==> src/rtl/rf_bus_pkg.sv <==
// rtl/rf_bus_pkg.sv - shared widths, default register window and FSM state type for rf_bus_slave
package rf_bus_pkg;
    localparam int ADDR_W = 16;
    localparam int DATA_W = 64;

    localparam logic [ADDR_W-1:0] DEF_BASE_ADDR = 16'h0110;
    localparam int                DEF_NUM_REGS  = 12;

    typedef enum logic [2:0] {
        IDLE,
        WR,
        RD,
        RACK,
        ERR
    } rf_slv_state_t;
endpackage

==> src/rtl/rf_addr_decode.sv <==
// rtl/rf_addr_decode.sv - combinational register-window hit check done at ADDR_W+1 bits
module rf_addr_decode
    import rf_bus_pkg::*;
#(
    parameter logic [ADDR_W-1:0] BASE_ADDR = DEF_BASE_ADDR,
    parameter int                NUM_REGS  = DEF_NUM_REGS
) (
    input  logic [ADDR_W-1:0] i_addr,
    output logic              o_in_range
);
    logic [ADDR_W:0] w_addr;
    logic [ADDR_W:0] w_lo;
    logic [ADDR_W:0] w_hi;

    // The extra top bit keeps a window that ends at the top of the map from wrapping to zero.
    assign w_addr     = {1'b0, i_addr};
    assign w_lo       = {1'b0, BASE_ADDR};
    assign w_hi       = w_lo + (ADDR_W + 1)'(NUM_REGS);
    assign o_in_range = (w_addr >= w_lo) && (w_addr < w_hi);
endmodule

==> src/rtl/rf_bus_slave.sv <==
// rtl/rf_bus_slave.sv - bus slave front-end for the register file; RF_SLV_ERR_EN enables s_err reporting
module rf_bus_slave
    import rf_bus_pkg::*;
#(
    parameter logic [ADDR_W-1:0] BASE_ADDR = DEF_BASE_ADDR,
    parameter int                NUM_REGS  = DEF_NUM_REGS
) (
    input  logic              clk,
    input  logic              reset,
    input  logic              s_req,
    input  logic              s_wr,
    input  logic [ADDR_W-1:0] s_addr,
    input  logic [DATA_W-1:0] s_wdata,
    output logic              s_ack,
    output logic [DATA_W-1:0] s_rdata,
    output logic              s_err,
    output logic              rf_we,
    output logic [ADDR_W-1:0] rf_waddr,
    output logic [DATA_W-1:0] rf_wdata,
    output logic [ADDR_W-1:0] rf_raddr,
    input  logic [DATA_W-1:0] rf_rdata
);
`ifdef RF_SLV_ERR_EN
    localparam bit ERR_EN = 1'b1;
`else
    localparam bit ERR_EN = 1'b0;
`endif

    rf_slv_state_t     r_state;
    logic              r_ack;
    logic              r_err;
    logic              r_we;
    logic [DATA_W-1:0] r_rdata;
    logic [ADDR_W-1:0] r_waddr;
    logic [DATA_W-1:0] r_wdata;
    logic [ADDR_W-1:0] r_raddr;
    logic              w_in_range;

    rf_addr_decode #(
        .BASE_ADDR (BASE_ADDR),
        .NUM_REGS  (NUM_REGS)
    ) u_decode (
        .i_addr     (s_addr),
        .o_in_range (w_in_range)
    );

    always_ff @(posedge clk) begin
        if (reset) begin
            r_state <= IDLE;
            r_ack   <= 1'b0;
            r_err   <= 1'b0;
            r_we    <= 1'b0;
            r_rdata <= '0;
            r_waddr <= '0;
            r_wdata <= '0;
            r_raddr <= '0;
        end else begin
            r_ack <= 1'b0;
            r_err <= 1'b0;
            r_we  <= 1'b0;
            case (r_state)
                IDLE: begin
                    if (s_req) begin
                        if (!w_in_range) begin
                            r_state <= ERR;
                            r_ack   <= 1'b1;
                            r_err   <= ERR_EN;
                            if (!ERR_EN && !s_wr) begin
                                r_rdata <= '0;
                            end
                        end else if (s_wr) begin
                            r_state <= WR;
                            r_ack   <= 1'b1;
                            r_we    <= 1'b1;
                            r_waddr <= s_addr;
                            r_wdata <= s_wdata;
                        end else begin
                            r_state <= RD;
                            r_raddr <= s_addr;
                        end
                    end
                end
                RD: begin
                    r_rdata <= rf_rdata;
                    r_ack   <= 1'b1;
                    r_state <= RACK;
                end
                WR, RACK, ERR: r_state <= IDLE;
                default:       r_state <= IDLE;
            endcase
        end
    end

    // Reset landing in the ack/write cycle drops the transaction before the register file commits.
    assign s_ack    = r_ack & ~reset;
    assign s_err    = r_err & ~reset;
    assign rf_we    = r_we & ~reset;
    assign s_rdata  = r_rdata;
    assign rf_waddr = r_waddr;
    assign rf_wdata = r_wdata;
    assign rf_raddr = r_raddr;
endmodule
==> config.mk <==
export PLATFORM = sky130hd
export DESIGN_NAME = rf_bus_slave
export DESIGN_NICKNAME = d
export VERILOG_FILES = /design/src/rtl/rf_bus_pkg.sv /design/src/rtl/rf_addr_decode.sv /design/src/rtl/rf_bus_slave.sv
export SDC_FILE = /design/constraint.sdc
export NUM_CORES = 1
export LEC_CHECK = 0
export BUFFER_PORTS_ARGS = -buffer_cell sky130_fd_sc_hd__buf_2
export CAP_MARGIN = 10
export CORE_ASPECT_RATIO = 0.5
export CORE_MARGIN = 4
export CORE_UTILIZATION = 48
export CTS_CLUSTER_DIAMETER = 200
export CTS_CLUSTER_SIZE = 40
export DETAILED_ROUTE_END_ITERATION = 7
export PLACE_DENSITY_LB_ADDON = 0.08
export REMOVE_ABC_BUFFERS = 1
export SLEW_MARGIN = 25
export SYNTH_ARGS = -nofsm -noshare
export SYNTH_HDL_FRONTEND = slang
export SYNTH_SLANG_ARGS = --single-unit
==> constraint.sdc <==
create_clock -name clk -period 3 [get_ports clk]
set_input_delay 0.9 -clock clk [delete_from_list [all_inputs] [get_ports clk]]
set_output_delay 0.9 -clock clk [all_outputs]
set_load 0.01 [all_outputs]
Yosys cells after proc, flatten, opt, wreduce, memory -nomap -nowiden
Index checks and enable logic that the tools add are counted.
{"block": "totals", "reg_bits": 165, "latchBits": 0, "mem_bits_rw": 0, "romBits": 0, "out_inout_bits": 163, "wordCells": 39, "n_memories": 0}
{"block": "op_classes", "addsub": 0, "n_mul": 0, "div_mod_pow": 0, "magnitude_cmp": 2, "eq_ne": 4, "shifts": 0, "muxes": 12, "bitwise_logic": 7, "n_reduce_logical": 7}
{"operator": "64-bit two-way mux", "count": 3}
{"operator": "64-bit one-hot mux with 2 select lines", "count": 1}
{"operator": "16-bit by 9-bit >= comparator with 1-bit output (second input constant)", "count": 1}
{"operator": "16-bit by 9-bit < comparator with 1-bit output (second input constant)", "count": 1}
{"operator": "4-bit AND reduction", "count": 3}
{"operator": "3-bit two-way mux", "count": 2}
{"operator": "2-bit != test (second input constant)", "count": 3}
{"operator": "3-bit one-hot mux with 2 select lines", "count": 1}
{"operator": "1-bit inverter", "count": 5}
{"operator": "4-bit OR reduction", "count": 1}
{"operator": "3-bit by 2-bit equality test with 1-bit output (second input constant)", "count": 1}
{"operator": "3-bit logical NOT", "count": 1}
{"operator": "1-bit two-way mux", "count": 3}
{"operator": "1-bit AND", "count": 2}
{"operator": "2-bit two-way mux", "count": 1}
{"operator": "1-bit one-hot mux with 2 select lines", "count": 1}
{"operator": "2-bit nonzero test", "count": 1}
{"operator": "1-bit logical AND", "count": 1}

Longest topological paths before layout
{"block": "logic_depth", "ltp_word": 5, "ltp_mapped": 7}

Cells and area by module
A second synthesis with hierarchy kept.
{"block": "hier_totals", "hier_cells": 721, "hier_area_um2": 7300.8}
{"module": "rf_bus_slave", "instances": 1, "cells_per_inst": 716, "area_per_inst_um2": 7264.5, "seq_area_each_um2": 3303.2}
{"module": "rf_addr_decode", "instances": 1, "cells_per_inst": 5, "area_per_inst_um2": 36.3, "seq_area_each_um2": 0.0}

Least setup slack after synthesis
OpenSTA, ideal clock, no wires.
{"block": "synth_timing", "kind": "in2out", "startpoint": "input reset", "endpoint": "output rf_we", "arrival_time_ns": 1.539, "setup_slack_ns": 0.561, "path_stages": 3, "path_buffers": 2, "path_cell_list": "clkbuf_1 -> clkbuf_1 -> nor2b_1"}
{"block": "synth_between", "elab_chain_len": 2}
{"element": "start, declared", "line_no": "rf_bus_slave.sv:9", "text": "input logic reset,"}
{"element": "1-bit inverter", "line_no": "rf_bus_slave.sv:97", "text": "assign rf_we = r_we & ~reset;"}
{"element": "1-bit AND", "line_no": "rf_bus_slave.sv:97"}
{"element": "end, declared", "line_no": "rf_bus_slave.sv:17", "text": "output logic rf_we,"}
Every way passes these cells.

Worst setup path in the final report
{"block": "layout_timing", "startpoint": "input reset", "endpoint": "output s_ack"}
{"block": "layout_between", "elab_chain_len": 2}
{"element": "1-bit inverter", "line_no": "rf_bus_slave.sv:95", "text": "assign s_ack = r_ack & ~reset;"}
{"element": "1-bit AND", "line_no": "rf_bus_slave.sv:95"}
{"element": "end, declared", "line_no": "rf_bus_slave.sv:14", "text": "output logic s_ack,"}
Every way passes these cells.

==> flow_metrics.py <==
metrics = {
    "outcome": {
        "status": "complete, no violations",
    },
    "setup_path": {
        "setup.worst_path.end_class": "primary output",
        "arrival_ns": 1.33,
        "r2r_slack_ns": 1.30,
        "startpoint_type": "input pin",
        "rr_startpoint": "r_state[0]$_SDFFE_PP0N_",
        "path_max_fanout": 4,
        "crit_path_start": "reset",
        "rr_worst_depth": 6,
        "r2r-end": "rf_wdata[56]$_SDFFE_PP0P_",
        "setup.worst_path.class": "in -> out",
        "required_ns": 2.10,
    },
    "clock_network": {
        "clock-sinks": 165,
        "h-tree-depth": 4,
        "cts.repair.resized": 0,
        "clkTransAtPathRegs_ns": 0.07,
        "clock_latency_ns": 0.41,
        "cts_setup_buffers": 0,
        "cts_hold_buf": 0,
        "clock_path_buffers": 2,
        "cts_tree": "done",
        "root_buffer": "clkbuf_16",
        "cts_buffers": 17,
    },
    "synth": {
        "yosysWarningCount": 0,
        "seq_area_frac_synth": 0.581,
        "ys_types": 31,
        "synth.cell_area_um2": 5680,
        "synth_area_leaders": "dfxtp_1 58%, a22o_1 9.9%, a21oi_1 7.0%",
        "syn_area_per_cell_um2": 10.1,
        "ys_top_cells_by_count": "165 x dfxtp_1, 80 x a21oi_1, 71 x o21ai_0",
        "ys.flop_type": "dfxtp_1",
        "async_flop_share": 0,
        "synth_top_area_frac": 0.581,
        "synth_top_area_cell": "dfxtp_1",
        "ys_seq_elements": 165,
        "synthMostInstantiatedCell": "dfxtp_1",
        "syn_inst": 560,
        "synth_edf_count": 0,
    },
    "power_and_ir_drop": {
        "p_per_area_nw_per_um2": 577,
        "p_leak_nw": 3.66,
        "finalPower_mw": 4.52,
        "worst_ir_drop_vdd_mv": 0.383,
    },
    "die": {
        "placementRows": 27,
        "core_area_um2": 11300,
        "die_width_um": 162,
        "io_pins": 311,
        "die_height_um": 84.9,
        "dieArea_um2": 13700,
        "start_util": 0.504,
    },
    "timing": {
        "rsz0062_at_grt": "no",
        "min_period_over_period": 0.745,
        "setup_violations": 0,
        "fin_hold_ws_ns": 0.448,
        "final.setup.worst_slack_ns": 0.766,
        "fin_crit_ns": 2.23,
        "hold_viol_final": 0,
        "fmax_mhz": 448,
        "worstMarginPinSlew_ns": 0.682,
        "final.setup_skew_ns": 0.0106,
        "finalSetupTns_ns": 0,
        "drv_slew": 0,
        "relSlewSlack": 0.546,
    },
    "grt": {
        "antenna_found_initial": 1,
        "grt_pass1_vias": 5033,
        "grt_max_degree": 70,
        "overflow": 0,
        "grt_pass1_wl_mm": 26.2,
        "track_usage": 0.234,
    },
    "placement": {
        "place_hpwl_mm": 11.7,
        "placed_cell_area_um2": 7260,
        "port-buffer-count": 309,
        "pre_cts_ws_ns": 0.495,
        "placedCellCount": 984,
        "place_congestion": 0.773,
    },
    "detailed_routing": {
        "dr.pass1.iters": 5,
        "drc": 0,
        "wl_mm": 16.9,
        "via_per_inst": 5.21,
        "num_vias": 5292,
        "wl_per_cell_um": 16.6,
        "drt_iter0_drc": 443,
        "ant_nets": 0,
    },
    "cells_and_area": {
        "diodes": 0,
        "post-route-util": 0.695,
        "area_growth_pct": 38.0,
        "final_area_um2": 7840,
        "finalNonFillerCells": 1015,
        "final_nets": 992,
        "regArea_um2": 3300,
        "multi_input_area_um2": 2070,
        "drive_gt1_frac": 0.422,
        "fillers": 976,
    },
    "job": {
        "drv_cap": 0,
    },
    "worst_hold_path": {
        "hold_path.startpoint": "rf_raddr[8]$_SDFFE_PP0P_",
        "min_to": "rf_raddr[8]$_SDFFE_PP0P_",
        "hold_depth": 2,
        "hold_class": "reg -> reg",
    },
}
## cell families after synthesis
group,share of synthesized area
buf+inv,0.0555
flops,0.581
other cells,0.000660
compound gates,0.237
simple gates,0.125
## how the worst max path moves through the flow
stage | slack (ns) | to
floorplan | -0.50 | rf_raddr[10]$_SDFFE_PP0P_
global placement | 0.57 | rf_raddr[3]$_SDFFE_PP0P_
detailed placement | 0.49 | rf_raddr[3]$_SDFFE_PP0P_
CTS | 0.76 | s_ack
global route | 0.72 | s_ack
finish | 0.77 | s_ack
## area by class of cell
class | instances | area share
Clock inverter | 14 | 0.0195
Multi-Input combinational cell | 337 | 0.264
Tap cell | 159 | 0.0254
Timing Repair Buffer | 320 | 0.214
Sequential cell | 165 | 0.421
Clock buffer | 17 | 0.0543
Inverter | 3 | 0.00144
## worst max-delay path: stages
cell and delay [ns]:
buf_2 0.14, nor2b_1 0.14, buf_2 0.15
## cell usage in the layout, fill, tap and decap left out, types with 2 or more instances in the layout
cell type   synthesis  layout
bufinv_16           0       2
o21ai_1             2       2
buf_4               2       7
clkbuf_16           0      17
nand2_1             4       3
nand4_1             4       4
nor4b_4             3       3
clkinv_2            0       3
a22o_1             64      64
inv_1               2       2
clkinv_4            0       2
buf_12              0       4
inv_6               0       3
clkinvlp_4          0       3
nor2b_1             2       2
buf_2              11     309
nor2_1              3       3
nand3_1            70      70
dfxtp_1           165     165
and2_1             22      21
a21oi_1            80      80
nand2b_1            2       2
o21ai_0            71      71
## sequential cells by signal (all words and copies together) (netlist names)
name,flops
s_rdata,64
rf_waddr,16
r_ack,1
r_we,1
rf_raddr,16
r_state,3
rf_wdata,64
## metal layers
layer / GRT usage / wire length (um) / up-vias
met1: 0.264 / 6400 / 2478
met3: 0.0810 / 1440 / 16
met2: 0.425 / 8820 / 203
met5: 0 / 13 / -
li1: - / - / 2593
met4: 0.0668 / 180 / 2
## power by group
part | internal, mW | switching [mW] | total, mW | leakage [nW]
logic | 0.0881 | 0.115 | 0.203 | 2.05
clock network | 1.23 | 0.892 | 2.13 | 0.278
registers | 2.19 | 0.00111 | 2.19 | 1.33
Note: power is estimated with default switching activity, not from simulation.
